[config.mk]
export PLATFORM = sky130hd
export DESIGN_NAME = pool_engine
export DESIGN_NICKNAME = d
export VERILOG_FILES = /design/src/rtl/pool_engine.sv
export SDC_FILE = /design/constraint.sdc
export NUM_CORES = 1
export LEC_CHECK = 0
export CORE_UTILIZATION = 61
export DETAILED_ROUTE_END_ITERATION = 12
export PLACE_DENSITY = 0.82
export SYNTH_ARGS = -nofsm -noshare
export SYNTH_HDL_FRONTEND = slang
export SYNTH_SLANG_ARGS = --single-unit
export TNS_END_PERCENT = 30
[constraint.sdc]
create_clock -name clk -period 5.4 [get_ports clk]
set_input_delay 1.08 -clock clk [delete_from_list [all_inputs] [get_ports clk]]
set_output_delay 1.08 -clock clk [all_outputs]
set_load 0.01 [all_outputs]
[src/rtl/pool_engine.sv]
`default_nettype none
// +--------------------------------------------------------------------------+
// | pool_engine: streaming non-overlapping PxP max/average pooling of an MxM |
// | raster. Define POOL_ENGINE_AVG_EN to build the average datapath.         |
// | Revision: 1.0                                                            |
// +--------------------------------------------------------------------------+
module pool_engine #(
    parameter int DW = 32,
    parameter int M  = 4,
    parameter int P  = 2
) (
    input  logic          clk,
    input  logic          master_rst,
    input  logic          ce,
    input  logic          mode,
    input  logic [DW-1:0] data_in,
    output logic [DW-1:0] data_out,
    output logic          valid_op,
    output logic          end_op
);
    localparam int LP = $clog2(P);
    localparam int CW = (M > 1) ? $clog2(M) : 1;
    localparam int NB = M / P;
    localparam int IW = (NB > 1) ? $clog2(NB) : 1;
`ifdef POOL_ENGINE_AVG_EN
    localparam int BW = DW + 2 * LP;
`else
    localparam int BW = DW;
`endif

    logic [CW-1:0] col_q, col_d, row_q, row_d;
    logic [BW-1:0] buf_q [NB];
    logic [BW-1:0] buf_d [NB];
    logic [DW-1:0] dout_q, dout_d;
    logic          valid_q, valid_d, end_q, end_d;

    logic [IW-1:0] w_idx;
    logic          w_first, w_last, w_map_start;
    logic [BW-1:0] w_ext, w_entry, w_upd, w_new;
    logic [DW-1:0] w_result;

    assign w_idx       = IW'(col_q >> LP);
    assign w_entry     = buf_q[w_idx];
    assign w_map_start = (row_q == '0) && (col_q == '0);
    // P is a power of two, so the in-window offset is just the low LP bits.
    assign w_first     = (row_q[LP-1:0] == '0) && (col_q[LP-1:0] == '0);
    assign w_last      = (row_q[LP-1:0] == '1) && (col_q[LP-1:0] == '1);
    assign w_new       = w_first ? w_ext : w_upd;

`ifdef POOL_ENGINE_AVG_EN
    logic mode_q, mode_d, w_avg;

    assign w_ext = {{(2 * LP){data_in[DW-1]}}, data_in};
    // The first pixel of a map uses the incoming mode before it is latched.
    assign w_avg = w_map_start ? mode : mode_q;

    always_comb begin
        if (w_avg) begin
            w_upd = w_entry + w_ext;
        end else begin
            w_upd = ($signed(w_ext) > $signed(w_entry)) ? w_ext : w_entry;
        end
    end

    assign w_result = w_avg ? DW'($signed(w_new) >>> (2 * LP)) : w_new[DW-1:0];

    always_comb begin
        mode_d = mode_q;
        if (ce && w_map_start) begin
            mode_d = mode;
        end
    end

    always_ff @(posedge clk) begin
        if (master_rst) begin
            mode_q <= 1'b0;
        end else begin
            mode_q <= mode_d;
        end
    end
`else
    logic w_unused_mode;

    assign w_unused_mode = mode;
    assign w_ext         = data_in;
    assign w_upd         = ($signed(w_ext) > $signed(w_entry)) ? w_ext : w_entry;
    assign w_result      = w_new;
`endif

    always_comb begin
        col_d   = col_q;
        row_d   = row_q;
        buf_d   = buf_q;
        dout_d  = dout_q;
        valid_d = 1'b0;
        end_d   = 1'b0;
        if (ce) begin
            buf_d[w_idx] = w_new;
            if (col_q == CW'(M - 1)) begin
                col_d = '0;
                row_d = (row_q == CW'(M - 1)) ? '0 : row_q + CW'(1);
            end else begin
                col_d = col_q + CW'(1);
            end
            if (w_last) begin
                dout_d  = w_result;
                valid_d = 1'b1;
                end_d   = (row_q == CW'(M - 1)) && (col_q == CW'(M - 1));
            end
        end
    end

    always_ff @(posedge clk) begin
        if (master_rst) begin
            col_q   <= '0;
            row_q   <= '0;
            for (int i = 0; i < NB; i++) begin
                buf_q[i] <= '0;
            end
            dout_q  <= '0;
            valid_q <= 1'b0;
            end_q   <= 1'b0;
        end else begin
            col_q   <= col_d;
            row_q   <= row_d;
            buf_q   <= buf_d;
            dout_q  <= dout_d;
            valid_q <= valid_d;
            end_q   <= end_d;
        end
    end

    assign data_out = dout_q;
    assign valid_op = valid_q;
    assign end_op   = end_q;
endmodule
`default_nettype wire

-- After elaboration in Yosys (flattened, before gate mapping)
Index checks and enable logic that the tools add are counted.
W data, S select, Z words.
- register bits after elaboration: 102
- bits of input ports: 36
- output and inout port bits: 34
- word-level logic and storage cells: 38
- $add $sub $neg: 2
- $lt $le $gt $ge: 3
- equal/unequal tests: 2
- multiplexer cells: 11
- bitwise operators: 5
- reductions and logical operators: 8
- operator list (cell ; count):
    $mux W32 ; 6
    $bwmux W64 ; 1
    $demux W32 S1 ; 1
    $gt A32 B32 Y1 ; 1
    $add A2 B1 Y2 const B ; 2
    $eq A2 B2 Y1 const B ; 2
    $logic_and A1 B1 Y1 ; 4
    $mux W2 ; 2
    $not A1 Y1 ; 4
    $reduce_and A2 Y1 ; 2
    $reduce_or A3 Y1 ; 1
    $ge A2 B2 Y1 const B ; 1
    $lt A2 B1 Y1 const B ; 1
    $not A1 Y2 ; 1
    $reduce_or A2 Y1 ; 1
    $mux W1 ; 1

-- Depth between registers and ports, before layout
- word-level depth: 8
- mapped depth: 14
- mapped depth without buffers: 9

-- Worst setup path before layout
Ideal clock, no wire load.
- path type: register -> register
- from: reg col_q[1]
- to: reg buf_q[53] in the netlist's numbering
- library setup time: 72 ps
- arrival time: 3645 ps
- required time: 5328 ps
- slack: 1683 ps
- cell stages (with the launch flop): 14
- path buffers: 4
- period minus slack after synthesis: 3717 ps
- cell sequence: dfxtp_1 clkbuf_1 buf_1 mux2i_1 ha_1 a21oi_1 nand2_1 a221oi_1 nor3_2 or4_1 buf_2 a311oi_4 buf_6 mux2i_1
- cells in the longest elaborated chain, start to end: 8
- elaborated cells on any way between the ends: 13
- those cells by class: order compare (3); mux (8); bitwise (1); reduce/logical (1)
- RTL lines (item ; line ; source):
    start: declaration ; 31 ; logic [CW-1:0] col_q, col_d, row_q, row_d;
    start signal: assignment ; 124 ; col_q <= col_d;
    $not A1 Y2 (not written as such) * ; 43, 98 ;
    $mux W32 (not written as such) (3 in series) ; 43 ; assign w_entry = buf_q[w_idx];
    $gt A32 B32 Y1 ; 86 ; assign w_upd = ($signed(w_ext) > $signed(w_entry)) ? w_ext : w_entry;
    $mux W32 ; 86 ;
    $mux W32 ; 48 ; assign w_new = w_first ? w_ext : w_upd;
    $bwmux W64 * ; 98 ; buf_d[w_idx] = w_new;
    end signal: assignment ; 126 ; buf_q <= buf_d;
    end: declaration ; 32 ; logic [BW-1:0] buf_q [NB];
Every way passes the cells marked *; elsewhere a longest branch is shown, timed or not. The select of a mux whose other input is x is not followed.
A chain may end at the register's enable or synchronous reset.

-- Worst setup path after layout
- from: reg col_q[1]
- to: reg buf_q[54] in the netlist's numbering
The elaborated chain is that of the path after synthesis.

==> results.tsv <==
metric	value	unit
gpl congestion	0.819	
CTS tree	done	
Worst Path Required	5.68	ns
Num CTS Buffers	9	
crit path launch type	flop	
initial core utilization	0.644	
Worst Clk Skew	0.0158	ns
Worst Hold Class	flop to flop	
critical path data arrival time	4.44	ns
Worst slew margin	0.400	
final WL	12800	um
Hold Buf Count CTS	0	
postcts setup bufs	0	
clk slew on worst S/H paths	0.10	ns
Slew Viols, Final	0	
Overflow after GRT	0	
Final Hold Vio Count	0	
CTS root buffer	clkbuf_8	
Crit. End Element	flop	
Synthesized Nets	682	
Site Rows	34	
first-pass GRT wire length	21600	um
leakage	0.00298	uW
n_diodes	0	
die width	98.9	um
max cap viols	0	
dpl hpwl	8460	um
CP Max Fanout	20	
P&R area growth vs syn	15.9	%
largest net degree at the start of global routing	114	
layout cells sized above 1	0.0578	
# setup viols final	0	
CP bufs+invs	2	
Setup CP Type	flop to flop	
Ys Warns	0	
IO Pins	70	
f_max	0.240	GHz
Sum Neg Setup Slack	0	ns
delay-heaviest family, CP	compound AO/OA/AOI/OAI gates	
Synth Area per Inst	9.35	um2
die area	9770	um2
IR drop worst, VDD	0.172	mV
clock latency on the worst-skew pair	0.36	ns
post-synthesis register bit count	102	
Crit-path slowest cell	dfxtp_2	
WL/cell	16.7	um
Distinct cells, synth	42	
Post-DRT Antenna Nets	0	
1st-pass router iterations	5	
vias in the first global route	4564	
cells after synthesis	612	
status	finished clean	
Max stage delay on crit path	0.78	ns
Post-route DRC	0	
Core Util, Final	0.746	
CP cell instances	buf_12 -> mux2i_1 -> ha_1 -> a21oi_1 -> o21ai_0 -> a221oi_1 -> nor3_2 -> or4_1 -> a311oi_4 -> buf_4 -> mux2i_1	
Total GRT Usage	0.276	
Period Utilization, post-route	0.770	
Tightest Pin Transition	0.901	ns
Max H-tree Level	3	
Vias	4499	
# nets final	722	
Most common cell on crit path	mux2i_1	
hold_ws	0.471	ns
Cell Area, Synth	5720	um2
Placeable Area	8890	um2
RSZ-0062 raised after global routing	no	
crit path time final	4.16	ns
sequential fraction of the synthesis area	0.357	
Chip Height	98.9	um
initial antenna violation count	0	
maximum clock path buffer count	2	
Cell Pwr Density	242	nW/um2
via/cell ratio	5.88	
PortBufs	68	
PostCTS Resize Cnt	0	
clock tree sinks	102	
DRT iter0 DRCs	182	
[cell usage after synthesis]
cell type	n	area (um2)
nand3b_1	1	7.51
nor4_2	1	12.5
or4_1	1	7.51
a31o_2	1	8.76
a21o_1	1	7.51
a221oi_1	2	17.5
buf_1	3	11.3
nor3_1	33	165
nor3b_1	31	233
a21oi_1	14	70.1
nand4_2	1	12.5
and2_0	1	6.26
a311o_1	1	10.0
o311ai_0	1	8.76
and3_1	33	206
buf_2	2	10.0
a211o_1	32	280
nand4_1	6	37.5
a311oi_4	1	26.3
nand2b_1	97	607
o311ai_2	1	16.3
inv_1	3	11.3
nor3_2	1	10.0
or2_2	1	6.26
buf_12	1	20.0
buf_4	3	22.5
a2111o_1	1	11.3
nor2_1	37	139
o21ai_0	2	10.0
dfxtp_1	102	2040
nor4_1	1	6.26
clkbuf_1	40	150
a211oi_1	1	7.51
nand2_1	13	48.8
nand3_1	5	25.0
nor2b_1	1	6.26
buf_6	2	22.5
ha_1	34	425
mux2i_1	96	961
a221o_1	1	10.0
mux2_2	1	11.3
o211ai_1	2	15.0
[cell families after synthesis]
kind of cell | Yosys count | synth area share
and+or+nand+nor | 264 | 0.268
DFF | 102 | 0.357
muxes | 97 | 0.170
AOI/OAI and AO/OA | 61 | 0.0872
buffers and inverters | 54 | 0.0433
adders and majority gates | 34 | 0.0743
[final timing paths]
kind / from / end / slack, ns / depth (start not counted)
max: col_q[1] / buf_q[54] / 1.24 / 11
min: row_q[1] / row_q[1] / 0.47 / 2
min reg2reg: row_q[1] / row_q[1] / 0.47 / 2
max reg2reg: col_q[1] / buf_q[54] / 1.24 / 11
[placed cells by master (no fill, tap or decap), drive strengths merged, types with 14 or more instances in the layout]
cell             n
dfxtp          102
a21oi           14
nand2b          97
ha              34
a211o           32
clkdlybuf4s50   67
nor2            37
nor3            34
and3            33
mux2i           96
nor3b           31
[where the power goes]
group	leakage [uW]	internal [uW]	switching, uW
combinational	0.00205	130	177
clock	0.0000955	228	267
sequential	0.000829	780	20.4
[cell type report]
| class | instances | area, um2 |
|---|---|---|
| Fill cell | 665 | 2260 |
| Sequential cell | 102 | 2040 |
| Multi-Input combinational cell | 456 | 3450 |
| Timing Repair Buffer | 80 | 793 |
| Tap cell | 108 | 135 |
| Clock buffer | 11 | 141 |
| Inverter | 3 | 11.3 |
| Clock inverter | 5 | 58.8 |
[state kept, by name (all words and copies together) (netlist names)]
| name | flops |
|---|---|
| buf_q | 64 |
| col_q | 2 |
| data_out | 32 |
| end_op | 1 |
| row_q | 2 |
| valid_op | 1 |
[metal layers]
| layer | vias to the layer above | wire, um | track usage |
|---|---|---|---|
| met5 | - | 0 | 0 |
| met4 | 0 | 129 | 0.0677 |
| met3 | 12 | 499 | 0.0518 |
| met2 | 86 | 6160 | 0.471 |
| met1 | 2146 | 6020 | 0.360 |
| li1 | 2255 | - | - |
[worst min-delay path, stage by stage, from the launching register on]
cell,delay [ns]
dfxtp_1,0.33
nand2_1,0.05
a21oi_1,0.05
[through the flow]
step                instances  instance area (um2)  setup slack, ns  power (uW)
global route              765                 6630            0.981        1680
finish                    765                 6630             1.24        1600
floorplan                 612                 5720             1.68        1020
CTS                       765                 6630             1.22        1610
detailed placement        749                 6430            0.958        1120
global placement          749                 6430             1.04        1110
No activity file was read; power rests on OpenSTA's default activity.
